<file path="src/rtl/cpu_instr_feeder_if.sv">
// rtl/cpu_instr_feeder_if.sv - cpu-side load/start/result bus between the feeder and the cpu
interface cpu_instr_feeder_if;
  logic        load;
  logic        s;
  logic [15:0] in;
  logic        w;
  logic [15:0] out;
  logic        N;
  logic        V;
  logic        Z;

  modport master (output load, s, in, input w, out, N, V, Z);
  modport slave  (input load, s, in, output w, out, N, V, Z);
endinterface

</file>
<file path="src/rtl/cpu_instr_feeder.sv">
// rtl/cpu_instr_feeder.sv - sequences a stored program into the cpu and captures each result
module cpu_instr_feeder #(
  parameter int DEPTH   = 16,
  parameter int AW      = 4,
  parameter int TIMEOUT = 255
) (
  input  logic                clk,
  input  logic                reset,
  input  logic                prog_we,
  input  logic [AW-1:0]       prog_addr,
  input  logic [15:0]         prog_data,
  input  logic [AW:0]         num_instr,
  input  logic                start,
  cpu_instr_feeder_if.master  cpu,
  output logic [15:0]         res_out,
  output logic [2:0]          res_nvz,
  output logic [AW-1:0]       pc,
  output logic                busy,
  output logic                done,
  output logic                err
);

  localparam int            CW   = (TIMEOUT < 2) ? 1 : $clog2(TIMEOUT + 1);
  localparam logic [CW-1:0] TMO  = CW'(TIMEOUT);
  localparam logic [AW:0]   MAXN = (AW+1)'(DEPTH);

  typedef enum logic [2:0] {
    S_IDLE, S_READY, S_LOAD, S_STRT, S_WLO, S_WHI, S_CAP, S_DONE
  } state_t;

  state_t        state, state_n;
  logic [15:0]   mem [DEPTH];
  logic [AW:0]   count;
  logic [AW:0]   num_clamped;
  logic [CW-1:0] tcnt;
  logic          tmo;
  logic          last;
  logic          accept;
  logic          timeout_hit;

  assign tmo         = (tcnt == TMO);
  assign last        = (({1'b0, pc} + (AW+1)'(1)) == count);
  assign accept      = (state == S_IDLE) && start;
  assign num_clamped = (num_instr > MAXN) ? MAXN : num_instr;

  // State register.
  always_ff @(posedge clk or posedge reset) begin
    if (reset) state <= S_IDLE;
    else       state <= state_n;
  end

  // Next-state decode; a wait state that has burned its timer budget aborts the run.
  always_comb begin
    state_n     = state;
    timeout_hit = 1'b0;
    case (state)
      S_IDLE:  if (start) state_n = (num_instr == '0) ? S_DONE : S_READY;
      S_READY: begin
        if (cpu.w)    state_n = S_LOAD;
        else if (tmo) begin state_n = S_DONE; timeout_hit = 1'b1; end
      end
      S_LOAD:  state_n = S_STRT;
      S_STRT:  state_n = S_WLO;
      S_WLO: begin
        if (!cpu.w)   state_n = S_WHI;
        else if (tmo) begin state_n = S_DONE; timeout_hit = 1'b1; end
      end
      S_WHI: begin
        if (cpu.w)    state_n = S_CAP;
        else if (tmo) begin state_n = S_DONE; timeout_hit = 1'b1; end
      end
      S_CAP:   state_n = last ? S_DONE : S_LOAD;
      S_DONE:  state_n = S_IDLE;
      default: state_n = S_IDLE;
    endcase
  end

  // Wait timer: restarts on every state change, saturates at the timeout value.
  always_ff @(posedge clk or posedge reset) begin
    if (reset)                 tcnt <= '0;
    else if (state_n != state) tcnt <= '0;
    else if (!tmo)             tcnt <= tcnt + CW'(1);
  end

  // Run bookkeeping: latched count, program counter and the sticky timeout flag.
  always_ff @(posedge clk or posedge reset) begin
    if (reset) begin
      count <= '0;
      pc    <= '0;
      err   <= 1'b0;
    end else begin
      if (accept) begin
        count <= num_clamped;
        pc    <= '0;
        err   <= 1'b0;
      end else if (state == S_CAP && !last) begin
        pc <= pc + AW'(1);
      end
      if (timeout_hit) err <= 1'b1;
    end
  end

  // CPU drive: load and s are one-cycle strobes trailing LOAD/STRT; in holds between instructions.
  always_ff @(posedge clk or posedge reset) begin
    if (reset) begin
      cpu.load <= 1'b0;
      cpu.s    <= 1'b0;
      cpu.in   <= '0;
    end else begin
      cpu.load <= (state == S_LOAD);
      cpu.s    <= (state == S_STRT);
      if (state == S_LOAD) cpu.in <= mem[pc];
    end
  end

  // Run status: busy drops in the same cycle the done pulse appears.
  always_ff @(posedge clk or posedge reset) begin
    if (reset) begin
      busy <= 1'b0;
      done <= 1'b0;
    end else begin
      busy <= (state != S_IDLE) && (state != S_DONE);
      done <= (state == S_DONE);
    end
  end

  // Result capture from the cpu while it sits idle at the end of an instruction.
  always_ff @(posedge clk or posedge reset) begin
    if (reset) begin
      res_out <= '0;
      res_nvz <= '0;
    end else if (state == S_CAP) begin
      res_out <= cpu.out;
      res_nvz <= {cpu.N, cpu.V, cpu.Z};
    end
  end

  // Program memory write port, open only while idle; contents survive reset.
  always_ff @(posedge clk) begin
    if (prog_we && state == S_IDLE) mem[prog_addr] <= prog_data;
  end

endmodule

</file>
<file path="src/flat_wrapper.sv">
// flat-port wrapper written by rule: the top's interface ports become plain ports
module cpu_instr_feeder_flat 
#(
  parameter int DEPTH   = 16,
  parameter int AW      = 4,
  parameter int TIMEOUT = 255
)
  (clk, reset, prog_we, prog_addr, prog_data, num_instr, start, res_out, res_nvz, pc, busy, done, err, cpu_load, cpu_s, cpu_in, cpu_w, cpu_out, cpu_N, cpu_V, cpu_Z);
  cpu_instr_feeder_if cpu_i ();
  input  logic clk;
  input  logic reset;
  input  logic prog_we;
  input  logic [AW-1:0] prog_addr;
  input  logic [15:0] prog_data;
  input  logic [AW:0] num_instr;
  input  logic start;
  output logic [15:0] res_out;
  output logic [2:0] res_nvz;
  output logic [AW-1:0] pc;
  output logic busy;
  output logic done;
  output logic err;
  output wire logic [$bits(cpu_i.load)-1:0] cpu_load;
  output wire logic [$bits(cpu_i.s)-1:0] cpu_s;
  output wire logic [$bits(cpu_i.in)-1:0] cpu_in;
  input wire logic [$bits(cpu_i.w)-1:0] cpu_w;
  input wire logic [$bits(cpu_i.out)-1:0] cpu_out;
  input wire logic [$bits(cpu_i.N)-1:0] cpu_N;
  input wire logic [$bits(cpu_i.V)-1:0] cpu_V;
  input wire logic [$bits(cpu_i.Z)-1:0] cpu_Z;
  assign cpu_load = cpu_i.load;
  assign cpu_s = cpu_i.s;
  assign cpu_in = cpu_i.in;
  assign cpu_i.w = cpu_w;
  assign cpu_i.out = cpu_out;
  assign cpu_i.N = cpu_N;
  assign cpu_i.V = cpu_V;
  assign cpu_i.Z = cpu_Z;
  cpu_instr_feeder #(.DEPTH(DEPTH), .AW(AW), .TIMEOUT(TIMEOUT)) u_core (.clk(clk), .reset(reset), .prog_we(prog_we), .prog_addr(prog_addr), .prog_data(prog_data), .num_instr(num_instr), .start(start), .cpu(cpu_i), .res_out(res_out), .res_nvz(res_nvz), .pc(pc), .busy(busy), .done(done), .err(err));
endmodule
</file>
<file path="config.mk">
export PLATFORM = sky130hd
export DESIGN_NAME = cpu_instr_feeder_flat
export DESIGN_NICKNAME = d
export VERILOG_FILES = /design/src/rtl/cpu_instr_feeder_if.sv /design/src/rtl/cpu_instr_feeder.sv /design/src/flat_wrapper.sv
export SDC_FILE = /design/constraint.sdc
export NUM_CORES = 1
export LEC_CHECK = 0
export CAP_MARGIN = 15
export CORE_MARGIN = 4
export CORE_UTILIZATION = 58
export DETAILED_ROUTE_END_ITERATION = 7
export PLACE_DENSITY = 0.79
export SLEW_MARGIN = 15
export SYNTH_ARGS = -nofsm -noshare
export SYNTH_HDL_FRONTEND = slang
export SYNTH_SLANG_ARGS = --single-unit
</file>
<file path="constraint.sdc">
create_clock -name clk -period 3.95 [get_ports clk]
set_clock_uncertainty 0.15 [all_clocks]
set_input_delay 0.5925 -clock clk [delete_from_list [all_inputs] [get_ports clk]]
set_output_delay 0.5925 -clock clk [all_outputs]
set_load 0.02 [all_outputs]
</file>
==> flow_summary.ini <==
[clocking]
htree_levels = 1
path_clk_slew_ns = 0.06
insertion_delay_ns = 0.54
cts_tree = built
clockBufferDepth = 3
post_cts_buffers = 0
cts_root_buffer = clkbuf_16
postCtsHoldBufs = 0
cts_buffers = 31
ctsResizeCount = 0
cts.sinks = 316

[synthesis]
synth_fp_nets = 693
syn_area_sq_um = 12500
synth-seq-area-share = 0.735
yosys.area.top_type_share = 0.615
ys.warnings.count = 0
synth_edf_count = 256
synth_top_cell_by_area = edfxtp_1
synth_common_cells = 256 x edfxtp_1, 79 x mux4_2, 73 x nand2_1
async_flop_share = 0.190
synthFlopType = edfxtp_1
ys_ff_latch = 316
avgSynthCellArea_sq_um = 19.5
synth_cells = 642
synth.distinct_cells = 54
yosysMostFrequentCell = edfxtp_1
netlist_top_cells_area = edfxtp_1 61%, mux4_2 14%, dfrtp_1 12%

[worst_setup_path]
reg2reg_slack_ns = 1.05
worstRegToRegCells = 6
worst_ep_required_time_ns = 4.23
critPathKind = flop to flop
path_max_fanout = 24
r2r-end = u_core.tcnt[2]$_DFFE_PP0P_
crit_arrival_ns = 3.18
crit_path_end_kind = flop
rr_startpoint = u_core.pc[0]$_DFFE_PP0P_
crit_path_start_kind = flop

[pwr]
p_leak_nw = 4.97
peakVddDrop_v = 0.000413
power_density_nw_per_um2 = 633

[finish]
antennaDiodeCount = 0
final_cell_count_no_fill = 1061
drive_above_1_share = 0.226
nNetsFinal = 814
area_growth_pct = 17.8

[timing]
tns_ns = 0
rsz0062_at_grt = no
setup_violations = 0
max_freq_ghz = 0.345
tightest_slew_ns = 0.877
relSlewSlack = 0.414
hold_viol = 0
drv_slew = 0
period_minus_slack_ns = 2.90
period_share = 0.734

[route]
num_vias = 6541
remaining_drc_errors = 0
drt_wl_total_mm = 26.4
initialDrtViolationCount = 496
antenna_left = 0
via_per_inst = 6.16
post_drt_wl_per_cell_microns = 24.8
dr.pass1.iters = 5

[min_path]
hp-class = input port to asynchronous set/reset pin

[global_routing]
grt_pass1_vias = 6675
antenna_found_initial = 0
grt_max_degree = 48
grt.total_usage = 0.225
grt_overflow = 0
grt_first_pass_wirelength_mm = 40.7

[placed_design]
place.gp.congestion = 0.887
dp_cells = 1005
portBuffers = 92
place_hpwl_mm = 15.0

[outcome]
status = finished, final reports clean

[floorplan]
die_h_microns = 155
die_area_sq_um = 24000
initial_utilization = 0.593
fp.coreArea_sq_um = 21100
pin_count = 93
die_x_microns = 155
num_rows = 53

[run]
cap_violations = 0
[placed cells by master (no fill, tap or decap), types with 3 or more instances in the layout]
cell,n
a21oi_1,5
buf_4,24
clkbuf_1,11
clkbuf_16,31
clkdlybuf4s50_1,92
clkinv_2,5
clkinvlp_4,4
dfrtp_1,58
edfxtp_1,256
inv_1,3
inv_2,3
mux2_4,16
mux2i_1,3
mux4_2,79
nand2_1,73
nand2b_1,6
nand3_1,8
nand4_1,4
nor2_1,25
nor3_1,10
nor3_2,5
o21ai_0,4
o21ai_1,6
or3_1,3
xnor2_1,5
xor2_1,4
[power breakdown]
part,switching (mW),total [mW],internal [mW]
sequential,0.283,4.19,3.90
clock,1.16,2.63,1.47
combinational,1.21,2.50,1.29
total,2.65,9.32,6.66
[registers in the layout (all words and copies together), names as in the netlist]
signal	flops
u_core.mem	256
u_core.cpu.in	16
u_core.res_out	16
u_core.tcnt	8
u_core.count	5
u_core.pc	4
u_core.res_nvz	3
u_core.state	3
u_core.busy	1
u_core.cpu.load	1
u_core.cpu.s	1
u_core.done	1
u_core.err	1
[worst max-delay path by stage]
stage,start,end,slack [ns]
2_1_floorplan,u_core.state[2]$_DFF_PP0_,u_core.mem[0][0]$_DFFE_PP_,1.04
3_3_place_gp,num_instr[2],u_core.tcnt[7]$_DFFE_PP0P_,1.10
3_5_place_dp,num_instr[2],u_core.tcnt[7]$_DFFE_PP0P_,1.03
4_1_cts,u_core.pc[0]$_DFFE_PP0P_,u_core.tcnt[7]$_DFFE_PP0P_,1.05
5_1_grt,u_core.pc[0]$_DFFE_PP0P_,u_core.tcnt[3]$_DFFE_PP0P_,0.87
6_report,u_core.pc[0]$_DFFE_PP0P_,u_core.tcnt[2]$_DFFE_PP0P_,1.05
[through the flow]
| step | utilization | worst slack, ns | hold WS (ns) | power, mW | area (sq um) |
|---|---|---|---|---|---|
| after detailed placement | 0.655 | 1.03 | 0.313 | 6.75 | 13800 |
| final | 0.698 | 1.05 | 0.199 | 9.32 | 14700 |
| after floorplan | - | 1.04 | 0.325 | 5.92 | 12500 |
| after CTS | 0.698 | 1.05 | 0.190 | 9.38 | 14700 |
| after global placement | 0.655 | 1.10 | 0.307 | 6.67 | 13800 |
| after global routing | 0.698 | 0.868 | 0.210 | 9.74 | 14700 |
[final cells by class]
cell class / count / area (sq um)
sequential: 316 / 9190
fill: 1291 / 6360
multi-input combinational: 291 / 3130
timing repair buffer: 117 / 1120
clock buffer: 43 / 831
tap: 275 / 344
clock inverter: 13 / 80.1
inverter: 6 / 22.5
[worst max-delay path, cell delays in order (launching register included)]
cell and delay [ns]:
dfrtp_4 0.67, ha_1 0.35, and3b_1 0.19, o31a_1 0.32, o211ai_1 0.46, a211oi_2 0.28
a2111oi_2 0.35
[metal layers]
layer / vias up / part of all wire / global-route usage / routed length [microns]
li1: 2814 / - / - / -
met3: 50 / 0.074 / 0.0386 / 1960
met4: 0 / 0.025 / 0.0572 / 670
met1: 3370 / 0.40 / 0.313 / 10500
met5: - / 0 / 0 / 0
met2: 307 / 0.50 / 0.379 / 13200
[cell families (layout without fill, tap and decap cells)]
| group | Yosys count | in the layout | synth area share |
|---|---|---|---|
| buffers and inverters | 35 | 179 | 0.0162 |
| AND/OR/NAND/NOR | 144 | 144 | 0.0523 |
| adder cells (fa/ha/maj) | 2 | 2 | 0.00200 |
| flip-flops | 316 | 316 | 0.735 |
| multiplexers | 99 | 99 | 0.166 |
| XOR/XNOR | 9 | 9 | 0.00630 |
| AO/OA/AOI/OAI | 37 | 37 | 0.0224 |
Power figures use the tool's default switching activity.
